## src/rtl/vram_pkg.sv

```systemverilog
// Shared definitions for the 256x256, 3-bit-per-pixel video memory and its draw engine.
// The VGA controller takes its window constants from here as well.
package vram_pkg;

    localparam int unsigned VRAM_COORD_W = 8;
    localparam int unsigned VRAM_ADDR_W  = 16;
    localparam int unsigned COLOR_W      = 3;

    localparam int unsigned VGA_WIN_W    = 256;
    localparam int unsigned VGA_WIN_H    = 256;

    localparam logic OP_PIXEL = 1'b0;
    localparam logic OP_FILL  = 1'b1;

    typedef struct packed {
        logic                    op;
        logic [VRAM_COORD_W-1:0] x;
        logic [VRAM_COORD_W-1:0] y;
        logic [VRAM_COORD_W-1:0] w;
        logic [VRAM_COORD_W-1:0] h;
        logic [COLOR_W-1:0]      color;
    } draw_cmd_t;

    localparam int unsigned CMD_W = $bits(draw_cmd_t);

    // A PIXEL is a FILL of size 1x1, so its width/height fields are forced to zero.
    function automatic logic [VRAM_COORD_W-1:0] cmd_extent(input logic op,
                                                          input logic [VRAM_COORD_W-1:0] size);
        return (op == OP_FILL) ? size : '0;
    endfunction

endpackage

```

## src/rtl/cmd_fifo.sv

```systemverilog
// Synchronous command FIFO with count-based full/empty and asynchronous active-high reset.
module cmd_fifo #(
    parameter int unsigned WIDTH = 36,
    parameter int unsigned DEPTH = 4
) (
    input  logic             i_clk,
    input  logic             i_rst,
    input  logic             i_push,
    input  logic             i_pop,
    input  logic [WIDTH-1:0] i_data,
    output logic [WIDTH-1:0] o_data,
    output logic             o_full,
    output logic             o_empty
);

    localparam int unsigned PTR_W = (DEPTH > 1) ? $clog2(DEPTH) : 1;
    localparam int unsigned CNT_W = $clog2(DEPTH + 1);

    logic [WIDTH-1:0] r_mem [DEPTH];
    logic [PTR_W-1:0] r_wr_ptr;
    logic [PTR_W-1:0] r_rd_ptr;
    logic [CNT_W-1:0] r_count;
    logic             w_do_push;
    logic             w_do_pop;

    assign o_full    = (r_count == CNT_W'(DEPTH));
    assign o_empty   = (r_count == '0);
    assign o_data    = r_mem[r_rd_ptr];
    assign w_do_push = i_push && !o_full;
    assign w_do_pop  = i_pop && !o_empty;

    always_ff @(posedge i_clk) begin
        if (w_do_push) begin
            r_mem[r_wr_ptr] <= i_data;
        end
    end

    always_ff @(posedge i_clk or posedge i_rst) begin
        if (i_rst) begin
            r_wr_ptr <= '0;
            r_rd_ptr <= '0;
            r_count  <= '0;
        end else begin
            if (w_do_push) begin
                r_wr_ptr <= r_wr_ptr + 1'b1;
            end
            if (w_do_pop) begin
                r_rd_ptr <= r_rd_ptr + 1'b1;
            end
            if (w_do_push && !w_do_pop) begin
                r_count <= r_count + 1'b1;
            end else if (w_do_pop && !w_do_push) begin
                r_count <= r_count - 1'b1;
            end
        end
    end

endmodule

```

## src/rtl/vram_draw_engine.sv

```systemverilog
// Pixel / filled-rectangle draw engine feeding the video memory write port,
// one write per clock, with commands buffered through cmd_fifo.
module vram_draw_engine
    import vram_pkg::*;
#(
    parameter int unsigned CMD_DEPTH = 4
) (
    input  logic                    Clock,
    input  logic                    Reset,
    input  logic                    iCmdValid,
    output logic                    oCmdReady,
    input  logic                    iCmdOp,
    input  logic [VRAM_COORD_W-1:0] iX,
    input  logic [VRAM_COORD_W-1:0] iY,
    input  logic [VRAM_COORD_W-1:0] iW,
    input  logic [VRAM_COORD_W-1:0] iH,
    input  logic [COLOR_W-1:0]      iColor,
    output logic                    oWriteEnable,
    output logic [VRAM_ADDR_W-1:0]  oWriteAddress,
    output logic [COLOR_W-1:0]      oWriteData,
    output logic                    oBusy
);

    localparam logic ST_IDLE = 1'b0;
    localparam logic ST_DRAW = 1'b1;

    logic                    r_state;
    logic [VRAM_COORD_W-1:0] r_cx;
    logic [VRAM_COORD_W-1:0] r_cy;
    logic [VRAM_COORD_W-1:0] r_x;
    logic [VRAM_COORD_W-1:0] r_y;
    logic [VRAM_COORD_W-1:0] r_w;
    logic [VRAM_COORD_W-1:0] r_h;
    logic [COLOR_W-1:0]      r_color;
    logic                    r_we;
    logic [VRAM_ADDR_W-1:0]  r_addr;
    logic [COLOR_W-1:0]      r_data;
    logic                    r_busy;

    draw_cmd_t               w_cmd_in;
    draw_cmd_t               w_head;
    logic                    w_full;
    logic                    w_empty;
    logic                    w_push;
    logic                    w_pop;
    logic                    w_last;
    logic [VRAM_COORD_W-1:0] w_col;
    logic [VRAM_COORD_W-1:0] w_row;

    assign w_cmd_in = '{op: iCmdOp, x: iX, y: iY, w: iW, h: iH, color: iColor};
    assign w_push   = iCmdValid && !w_full;
    assign w_last   = (r_cx == r_w) && (r_cy == r_h);
    // Popping on the last pixel of the current command keeps back-to-back commands gap-free.
    assign w_pop    = !w_empty && ((r_state == ST_IDLE) || w_last);
    assign w_col    = r_x + r_cx;
    assign w_row    = r_y + r_cy;

    cmd_fifo #(
        .WIDTH (CMD_W),
        .DEPTH (CMD_DEPTH)
    ) u_cmd_fifo (
        .i_clk   (Clock),
        .i_rst   (Reset),
        .i_push  (w_push),
        .i_pop   (w_pop),
        .i_data  (w_cmd_in),
        .o_data  (w_head),
        .o_full  (w_full),
        .o_empty (w_empty)
    );

    always_ff @(posedge Clock or posedge Reset) begin
        if (Reset) begin
            r_state <= ST_IDLE;
            r_cx    <= '0;
            r_cy    <= '0;
            r_x     <= '0;
            r_y     <= '0;
            r_w     <= '0;
            r_h     <= '0;
            r_color <= '0;
            r_we    <= 1'b0;
            r_addr  <= '0;
            r_data  <= '0;
            r_busy  <= 1'b0;
        end else begin
            r_we   <= (r_state == ST_DRAW);
            r_busy <= w_push || !w_empty || (r_state == ST_DRAW);
            if (r_state == ST_DRAW) begin
                r_addr <= {w_row, w_col};
                r_data <= r_color;
            end

            if (w_pop) begin
                r_state <= ST_DRAW;
                r_cx    <= '0;
                r_cy    <= '0;
                r_x     <= w_head.x;
                r_y     <= w_head.y;
                r_w     <= cmd_extent(w_head.op, w_head.w);
                r_h     <= cmd_extent(w_head.op, w_head.h);
                r_color <= w_head.color;
            end else if (r_state == ST_DRAW) begin
                if (w_last) begin
                    r_state <= ST_IDLE;
                end else if (r_cx == r_w) begin
                    r_cx <= '0;
                    r_cy <= r_cy + 1'b1;
                end else begin
                    r_cx <= r_cx + 1'b1;
                end
            end
        end
    end

    assign oCmdReady     = !w_full;
    assign oWriteEnable  = r_we;
    assign oWriteAddress = r_addr;
    assign oWriteData    = r_data;
    assign oBusy         = r_busy;

endmodule

```

## config.mk

```make
export PLATFORM = sky130hd
export DESIGN_NAME = vram_draw_engine
export DESIGN_NICKNAME = d
export VERILOG_FILES = /design/src/rtl/vram_pkg.sv /design/src/rtl/cmd_fifo.sv /design/src/rtl/vram_draw_engine.sv
export SDC_FILE = /design/constraint.sdc
export NUM_CORES = 1
export LEC_CHECK = 0
export CAP_MARGIN = 25
export CORE_UTILIZATION = 49
export DETAILED_ROUTE_END_ITERATION = 10
export HOLD_SLACK_MARGIN = 0.05
export PLACE_DENSITY = 0.69
export SETUP_SLACK_MARGIN = 0.5
export SYNTH_ARGS = -nofsm -noshare
export SYNTH_HDL_FRONTEND = slang
export SYNTH_SLANG_ARGS = --single-unit
```

## constraint.sdc

```tcl
create_clock -name Clock -period 3.9 [get_ports Clock]
set_input_delay 0.78 -clock Clock [delete_from_list [all_inputs] [get_ports Clock]]
set_output_delay 0.78 -clock Clock [all_outputs]
set_load 0.01 [all_outputs]
```

==> results of run 1 <==
==> final timing paths <==
kind                              startpoint                     end  slack [ps]  depth (start not counted)
max in group asynchronous              Reset  u_cmd_fifo.r_rd_ptr[0]        2850                          3
setup / recovery                     r_cx[4]   u_cmd_fifo.r_count[1]         960                          8
hold / removal             oWriteAddress[12]       oWriteAddress[12]         490                          2
min in group asynchronous              Reset       oWriteAddress[15]         690                          3
setup reg to reg                     r_cx[4]   u_cmd_fifo.r_count[1]         960                          8
hold reg to reg            oWriteAddress[12]       oWriteAddress[12]         490                          2
==> synth_stat cells, drive strengths merged <==
library cell / instances / area, sq um
a211o: 1 / 8.76
a21boi: 2 / 15.0
a21oi: 9 / 45.0
a221o: 8 / 80.1
a221oi: 1 / 8.76
a22o: 8 / 70.1
a22oi: 1 / 7.51
and2: 3 / 18.8
and3: 6 / 37.5
and4: 2 / 17.5
buf: 11 / 76.3
clkbuf: 13 / 48.8
clkinv: 1 / 3.75
dfrtp: 80 / 2000
edfxtp: 144 / 4320
fa: 3 / 60.1
ha: 21 / 263
inv: 31 / 116
mux2: 31 / 390
mux4: 36 / 811
nand2: 25 / 101
nand3: 20 / 113
nand3b: 2 / 15.0
nand4: 5 / 31.3
nor2: 26 / 97.6
nor2b: 2 / 12.5
nor3: 11 / 55.1
nor3b: 1 / 7.51
nor4b: 1 / 8.76
o211ai: 3 / 22.5
o21a: 1 / 7.51
o21ai: 8 / 40.0
o22ai: 6 / 37.5
o2bb2ai: 16 / 140
o31ai: 2 / 15.0
o41ai: 3 / 45.1
or2: 4 / 25.0
or3: 2 / 12.5
or3b: 1 / 8.76
or4: 1 / 7.51
xnor2: 31 / 279
xor2: 2 / 17.5
==> worst max-delay path: stages, from the launching register on <==
cell	delay, ps
sky130_fd_sc_hd__dfrtp_1	450
sky130_fd_sc_hd__xnor2_1	200
sky130_fd_sc_hd__nand4_1	230
sky130_fd_sc_hd__o41ai_4	850
sky130_fd_sc_hd__nand2_4	80
sky130_fd_sc_hd__ha_1	260
sky130_fd_sc_hd__inv_1	80
sky130_fd_sc_hd__fa_1	400
sky130_fd_sc_hd__mux2_2	260
==> cells by family (layout without fill, tap and decap cells) <==
logic type | count (synthesis) | after routing | synth area share [%]
xor gates and xnor gates | 33 | 33 | 3.12
and+or+nand+nor | 112 | 112 | 5.99
DFF | 224 | 224 | 66.6
AOI/OAI and AO/OA | 69 | 69 | 5.71
adders and majority gates | 24 | 24 | 3.40
muxes | 67 | 67 | 12.6
buffers and inverters | 56 | 146 | 2.58
==> routing by layer <==
metal  track usage (%)  vias to the layer above  part of all wire (%)
li1                  -                     2385                     -
met1              25.2                     2667                    43
met2              32.9                       98                    51
met3              2.94                       31                   3.2
met4              5.21                        0                   2.7
met5                 0                        -                     0
==> where the power goes <==
part | internal [mW] | switching [mW]
registers | 3.04 | 0.276
clock network | 1.73 | 0.884
logic | 0.760 | 0.780
==> final cells by class <==
type | instances | area, sq um
repair buffers | 70 | 713
multi-input cells | 305 | 2930
clock inverters | 14 | 274
inverters | 32 | 121
clock buffers | 30 | 664
fillers | 1382 | 7470
flip-flops and latches | 224 | 6330
well taps | 260 | 325
==> stage by stage <==
stage / instances / util (%) / power (mW)
6_report: 935 / 60.3 / 7.48
5_1_grt: 935 / 60.3 / 7.84
4_1_cts: 934 / 60.3 / 7.55
3_5_place_dp: 890 / 55.3 / 4.90
3_3_place_gp: 890 / 55.3 / 4.84
2_1_floorplan: 585 / - / 4.31
==> registers in the layout, summed over array words and instances (netlist names) <==
| signal | count |
|---|---|
| u_cmd_fifo.r_mem | 144 |
| oWriteAddress | 16 |
| r_cx | 8 |
| r_cy | 8 |
| r_h | 8 |
| r_w | 8 |
| r_x | 8 |
| r_y | 8 |
| oWriteData | 3 |
| r_color | 3 |
| u_cmd_fifo.r_count | 3 |
| u_cmd_fifo.r_rd_ptr | 2 |
| u_cmd_fifo.r_wr_ptr | 2 |
| oBusy | 1 |
| oWriteEnable | 1 |
| r_state | 1 |
==> flow_summary.rst, run 1 <==
.. list-table::
   :header-rows: 1

   * - Metric
     - Value
   * - Result of the run
     - finished, final reports clean
   * - Total clock buffers created by CTS
     - 24
   * - Worst Setup End Kind
     - flip-flop
   * - CTS tree
     - done
   * - Non-Filler Cell Area, Final
     - 11400 sq um
   * - Number of pins with negative max-slew slack in the final report
     - 0
   * - Later-pin clock latency in the skew report
     - 500 ps
   * - Avg WL per Cell
     - 19.2 um
   * - Remaining global-route overflow
     - 0
   * - Shortest clock period the worst path allows after layout
     - 2940 ps
   * - Critical path peak fanout
     - 11
   * - Setup WS post-layout
     - 960 ps
   * - Area grow syn2layout
     - 19.5%
   * - Die outline area
     - 20000 sq um
   * - Worst-margin pin slew
     - 855 ps
   * - Number of maximum-capacitance constraint violations
     - 0
   * - Peak ir drop on the vdd network
     - 0.000437 V
   * - Number of setup violations in the final report
     - 0
   * - Critical setup path kind
     - reg -> reg
   * - Average instance area after synthesis
     - 16.2 sq um
   * - DIE WIDTH
     - 141 um
   * - Antenna-violating nets left
     - 0
   * - H-tree levels
     - 1
   * - Count of buffers added by post-CTS timing repair for setup
     - 0
   * - Final Net Count
     - 720
   * - Root Driver
     - sky130_fd_sc_hd__clkbuf_16
   * - Static leakage power
     - 4.31 nW
   * - Type of the worst min-delay path
     - reg -> reg
   * - Remaining routing DRC violations
     - 0
   * - Nets in the synthesized netlist
     - 648
   * - Count of endpoints failing hold in the final timing report
     - 0
   * - Number of primary I/O pins
     - 61
   * - Worst setup skew after layout
     - 8.06 ps
   * - Synth Cell Area
     - 9500 sq um
   * - Initial antenna violation count
     - 0
   * - Largest net degree at the start of global routing
     - 81
   * - Cell area reported after detailed placement
     - 10400 sq um
   * - Sink count of the clock tree
     - 224
   * - Crit path required time
     - 4280 ps
   * - Peak Freq
     - 340 MHz
   * - Number of placement rows
     - 50
   * - Sum of negative setup slack
     - 0 ps
   * - Count of different cell masters after synthesis
     - 52
   * - Vias in the first global route
     - 5502
   * - Setup WS pre-CTS
     - 994 ps
   * - Most used cells in the layout excluding fill and tap cells
     - 144 x sky130_fd_sc_hd__edfxtp_1, 79 x sky130_fd_sc_hd__dfrtp_1, 60 x sky130_fd_sc_hd__clkdlybuf4s50_1
   * - Wire length of the first global-routing pass
     - 29300 um
   * - Synthesized instance count
     - 585
   * - Initial core utilization
     - 50.5%
   * - Layout cell share with drive strength beyond 1
     - 18.4%
   * - Data arrival at the endpoint of the critical path
     - 3320 ps
   * - Average via count per standard cell
     - 5.54
   * - Number of design-rule violations left by the first detailed-router iteration
     - 286
   * - Post-CTS Resized
     - 0
   * - Final weighted congestion in routability-driven placement
     - 0.768
   * - Crit start category
     - flip-flop
   * - Routed Wire Length
     - 18000 um
   * - Setup repair after global routing missed its margin
     - no
   * - HPWL after DPL
     - 11100 um
   * - Most common cell after layout, fill and taps aside
     - sky130_fd_sc_hd__edfxtp_1
   * - Count of port buffers added during placement
     - 60
   * - Period utilization
     - 75.4%
   * - Post-CTS Hold Fix Bufs
     - 0
   * - Initial DRT Pass Iterations
     - 4
   * - Via count
     - 5181
   * - Diodes inserted
     - 0
   * - Worst relative slew slack
     - 43.0%
   * - Areal power density over the cells
     - 658 nW/um^2
   * - Portion of the post-synthesis area used by sequential elements
     - 66.6%
   * - Die outline height
     - 141 um
   * - All-Layer GR Usage
     - 19.0%
   * - CTS clk-pin slew, worst paths
     - 60 ps
   * - Worst slack on hold paths
     - 494 ps
   * - Number of flip-flops and latches in the synthesized netlist
     - 224
   * - Max clock buf depth
     - 3
   * - Core area
     - 18800 sq um
   * - Warnings, synthesis
     - 0
No activity file was read; power rests on OpenSTA's default activity.
==> inputs of run 2 (changes only) <==
PLACE_DENSITY = 0.72   (was 0.69)
clock period = 2.7 ns   (was 3.9 ns; I/O delays follow)
==> flow_summary.rst, run 2 (same netlist as run 1, synthesis figures left out) <==
.. list-table::
   :header-rows: 1

   * - Metric
     - Value
   * - Result of the run
     - finished, final reports clean
   * - Sum of negative setup slack
     - 0 ps (unchanged)
   * - Number of flip-flops in the largest register
     - 144 (unchanged)
   * - Diodes inserted
     - 0 (unchanged)
   * - Number of pins with negative max-slew slack in the final report
     - 0 (unchanged)
   * - HPWL after DPL
     - 11200 um (+1.5%)
   * - Crit start category
     - flip-flop
   * - Cell with the largest stage delay on the worst path
     - sky130_fd_sc_hd__o41ai_4
   * - Root Driver
     - sky130_fd_sc_hd__clkbuf_16
   * - Critical setup path kind
     - reg -> reg
   * - Setup repair after global routing missed its margin
     - yes
   * - Crit path required time
     - 3090 ps (-1190 ps)
   * - Average via count per standard cell
     - 5.59 (+0.87%)
   * - Total clock buffers created by CTS
     - 24 (unchanged)
   * - Peak ir drop on the vdd network
     - 0.000622 V (+42%)
   * - Worst-margin pin slew
     - 633 ps (-222 ps)
   * - Number of setup violations in the final report
     - 0 (unchanged)
   * - Later-pin clock latency in the skew report
     - 510 ps (about the same)
   * - Most flop-heavy register
     - u_cmd_fifo.r_mem
   * - Setup WS pre-CTS
     - 140 ps (-854 ps)
   * - Most common cell after layout, fill and taps aside
     - sky130_fd_sc_hd__edfxtp_1
   * - Layout cell share with drive strength beyond 1
     - 25.6% (+7.2 points)
   * - Final core occ
     - 62.2% (+1.9 points)
   * - Type of the worst min-delay path
     - in -> async
   * - Number of primary I/O pins
     - 61 (unchanged)
   * - Register-to-Register Setup Slack
     - 260 ps (-700 ps)
   * - Remaining routing DRC violations
     - 0 (unchanged)
   * - Core area
     - 18800 sq um (unchanged)
   * - Routed Wire Length
     - 19100 um (+6.3%)
   * - Number of maximum-capacitance constraint violations
     - 0 (unchanged)
   * - Vias in the first global route
     - 5653 (+2.7%)
   * - Avg WL per Cell
     - 19.8 um (+3.1%)
   * - Cell family with the largest share of critical-path delay
     - adder cells
   * - Worst Setup End Kind
     - flip-flop
   * - Period utilization
     - 90.4% (+15 points)
   * - Most used cells in the layout excluding fill and tap cells
     - 144 x sky130_fd_sc_hd__edfxtp_1, 72 x sky130_fd_sc_hd__dfrtp_1, 59 x sky130_fd_sc_hd__clkdlybuf4s50_1
   * - Number of placement rows
     - 50 (unchanged)
   * - Largest net degree at the start of global routing
     - 38 (-53%)
   * - Count of port buffers added during placement
     - 60 (unchanged)
   * - Peak Freq
     - 410 MHz (+21%)
   * - CTS clk-pin slew, worst paths
     - 70 ps (about the same)
   * - Worst path max stage delay
     - 470 ps (-380 ps)
   * - Setup WS post-layout
     - 260 ps (-699 ps)
   * - Static leakage power
     - 4.50 nW (+4.4%)
   * - CTS tree
     - done
   * - Worst relative slew slack
     - 57.6% (+15 points)
   * - Die outline area
     - 20000 sq um (unchanged)
   * - Worst setup skew after layout
     - 11.6 ps (+3.56 ps)
   * - H-tree levels
     - 1 (unchanged)
   * - Critical path peak fanout
     - 3 (-8)
   * - Reg-to-reg startpoint
     - r_cx[7]
   * - Number of design-rule violations left by the first detailed-router iteration
     - 466 (+63%)
   * - Shortest clock period the worst path allows after layout
     - 2440 ps (-501 ps)
   * - DIE WIDTH
     - 141 um (unchanged)
   * - Die outline height
     - 141 um (unchanged)
   * - Max clock buf depth
     - 3 (unchanged)
   * - Initial core utilization
     - 50.5% (unchanged)
   * - All-Layer GR Usage
     - 19.0% (-0.026 points)
   * - Areal power density over the cells
     - 907 nW/um^2 (+38%)
   * - Area grow syn2layout
     - 23.3%
   * - Reg-to-Reg End
     - u_cmd_fifo.r_count[1]
   * - Count of endpoints failing hold in the final timing report
     - 0 (unchanged)
   * - Data arrival at the endpoint of the critical path
     - 2830 ps (-490 ps)
   * - Remaining global-route overflow
     - 0 (unchanged)
   * - Initial DRT Pass Iterations
     - 5 (+1)
   * - Final weighted congestion in routability-driven placement
     - 0.879 (+15%)
   * - Initial antenna violation count
     - 0 (unchanged)
   * - Via count
     - 5388 (+4.0%)
   * - Series of cell instances along the critical path
     - xnor2_2 -> nand4_1 -> o41ai_4 -> nand2_4 -> ha_4 -> inv_2 -> fa_1 -> mux2_2
   * - Worst Path Buf+Inv
     - 1 (unchanged)
   * - Wire length of the first global-routing pass
     - 29200 um (-0.52%)
   * - Number of cells traversed by the worst register-to-register path
     - 8 (unchanged)
   * - Final Net Count
     - 749 (+4.0%)
   * - Antenna-violating nets left
     - 0 (unchanged)
   * - Sink count of the clock tree
     - 224 (unchanged)
-- run 2: cell types whose count changed in the layout (fill, tap and decap cells not counted), sizes merged --
cell           change
buf               +27
clkdlybuf4s50      -1
inv                +1
bufinv             -5
clkbuf             +1
clkinvlp           +3
dlygate4sd2        +1
clkinv             +2
-- run 2: layout make-up --
class	instances	area (sq um)
fillers	1329	7110
flip-flops and latches	224	6340
multi-input cells	305	3060
repair buffers	99	1060
clock buffers	29	651
well taps	260	325
clock inverters	15	159
inverters	32	128
-- run 2: power breakdown --
group          internal [mW]  switching [mW]
clock                   2.01            1.31
combinational           1.28            1.27
sequential              4.40           0.345
total                   7.70            2.93
-- run 2: how the worst max path moves through the flow --
stage | from | end | slack [ps] | depth (start not counted)
after floorplan | r_cy[2] | u_cmd_fifo.r_count[1] | 80 | 11
after global placement | iCmdValid | u_cmd_fifo.r_count[2] | 240 | 8
after detailed placement | iCmdValid | u_cmd_fifo.r_count[2] | 140 | 8
after CTS | r_cy[3] | u_cmd_fifo.r_count[1] | 300 | 8
after global routing | r_w[7] | u_cmd_fifo.r_count[1] | 150 | 8
final | r_cx[7] | u_cmd_fifo.r_count[1] | 260 | 8
-- run 2: timing repair --
item,in CTS,in global routing
gates resized for setup,14,22
endpoints found under the setup margin,29,35
hold buffers,0,0
pin swaps,6,4
setup buffers,5,9
cloned,0,5
-- run 2: metal layers --
metal / wire length [um] / global-route usage (%)
met3: 777 / 3.41
met5: 0 / 0
met4: 540 / 6.24
met1: 8090 / 24.9
met2: 9710 / 32.3
-- run 2: stage by stage --
step	hold WS, ps	total power, mW	instances	instance area, sq um
6_report	464	10.6	964	11700
5_1_grt	501	11.1	964	11700
4_1_cts	471	10.6	950	11500
3_5_place_dp	491	7.18	901	10600
3_3_place_gp	486	7.07	901	10600
2_1_floorplan	467	6.23	585	9560
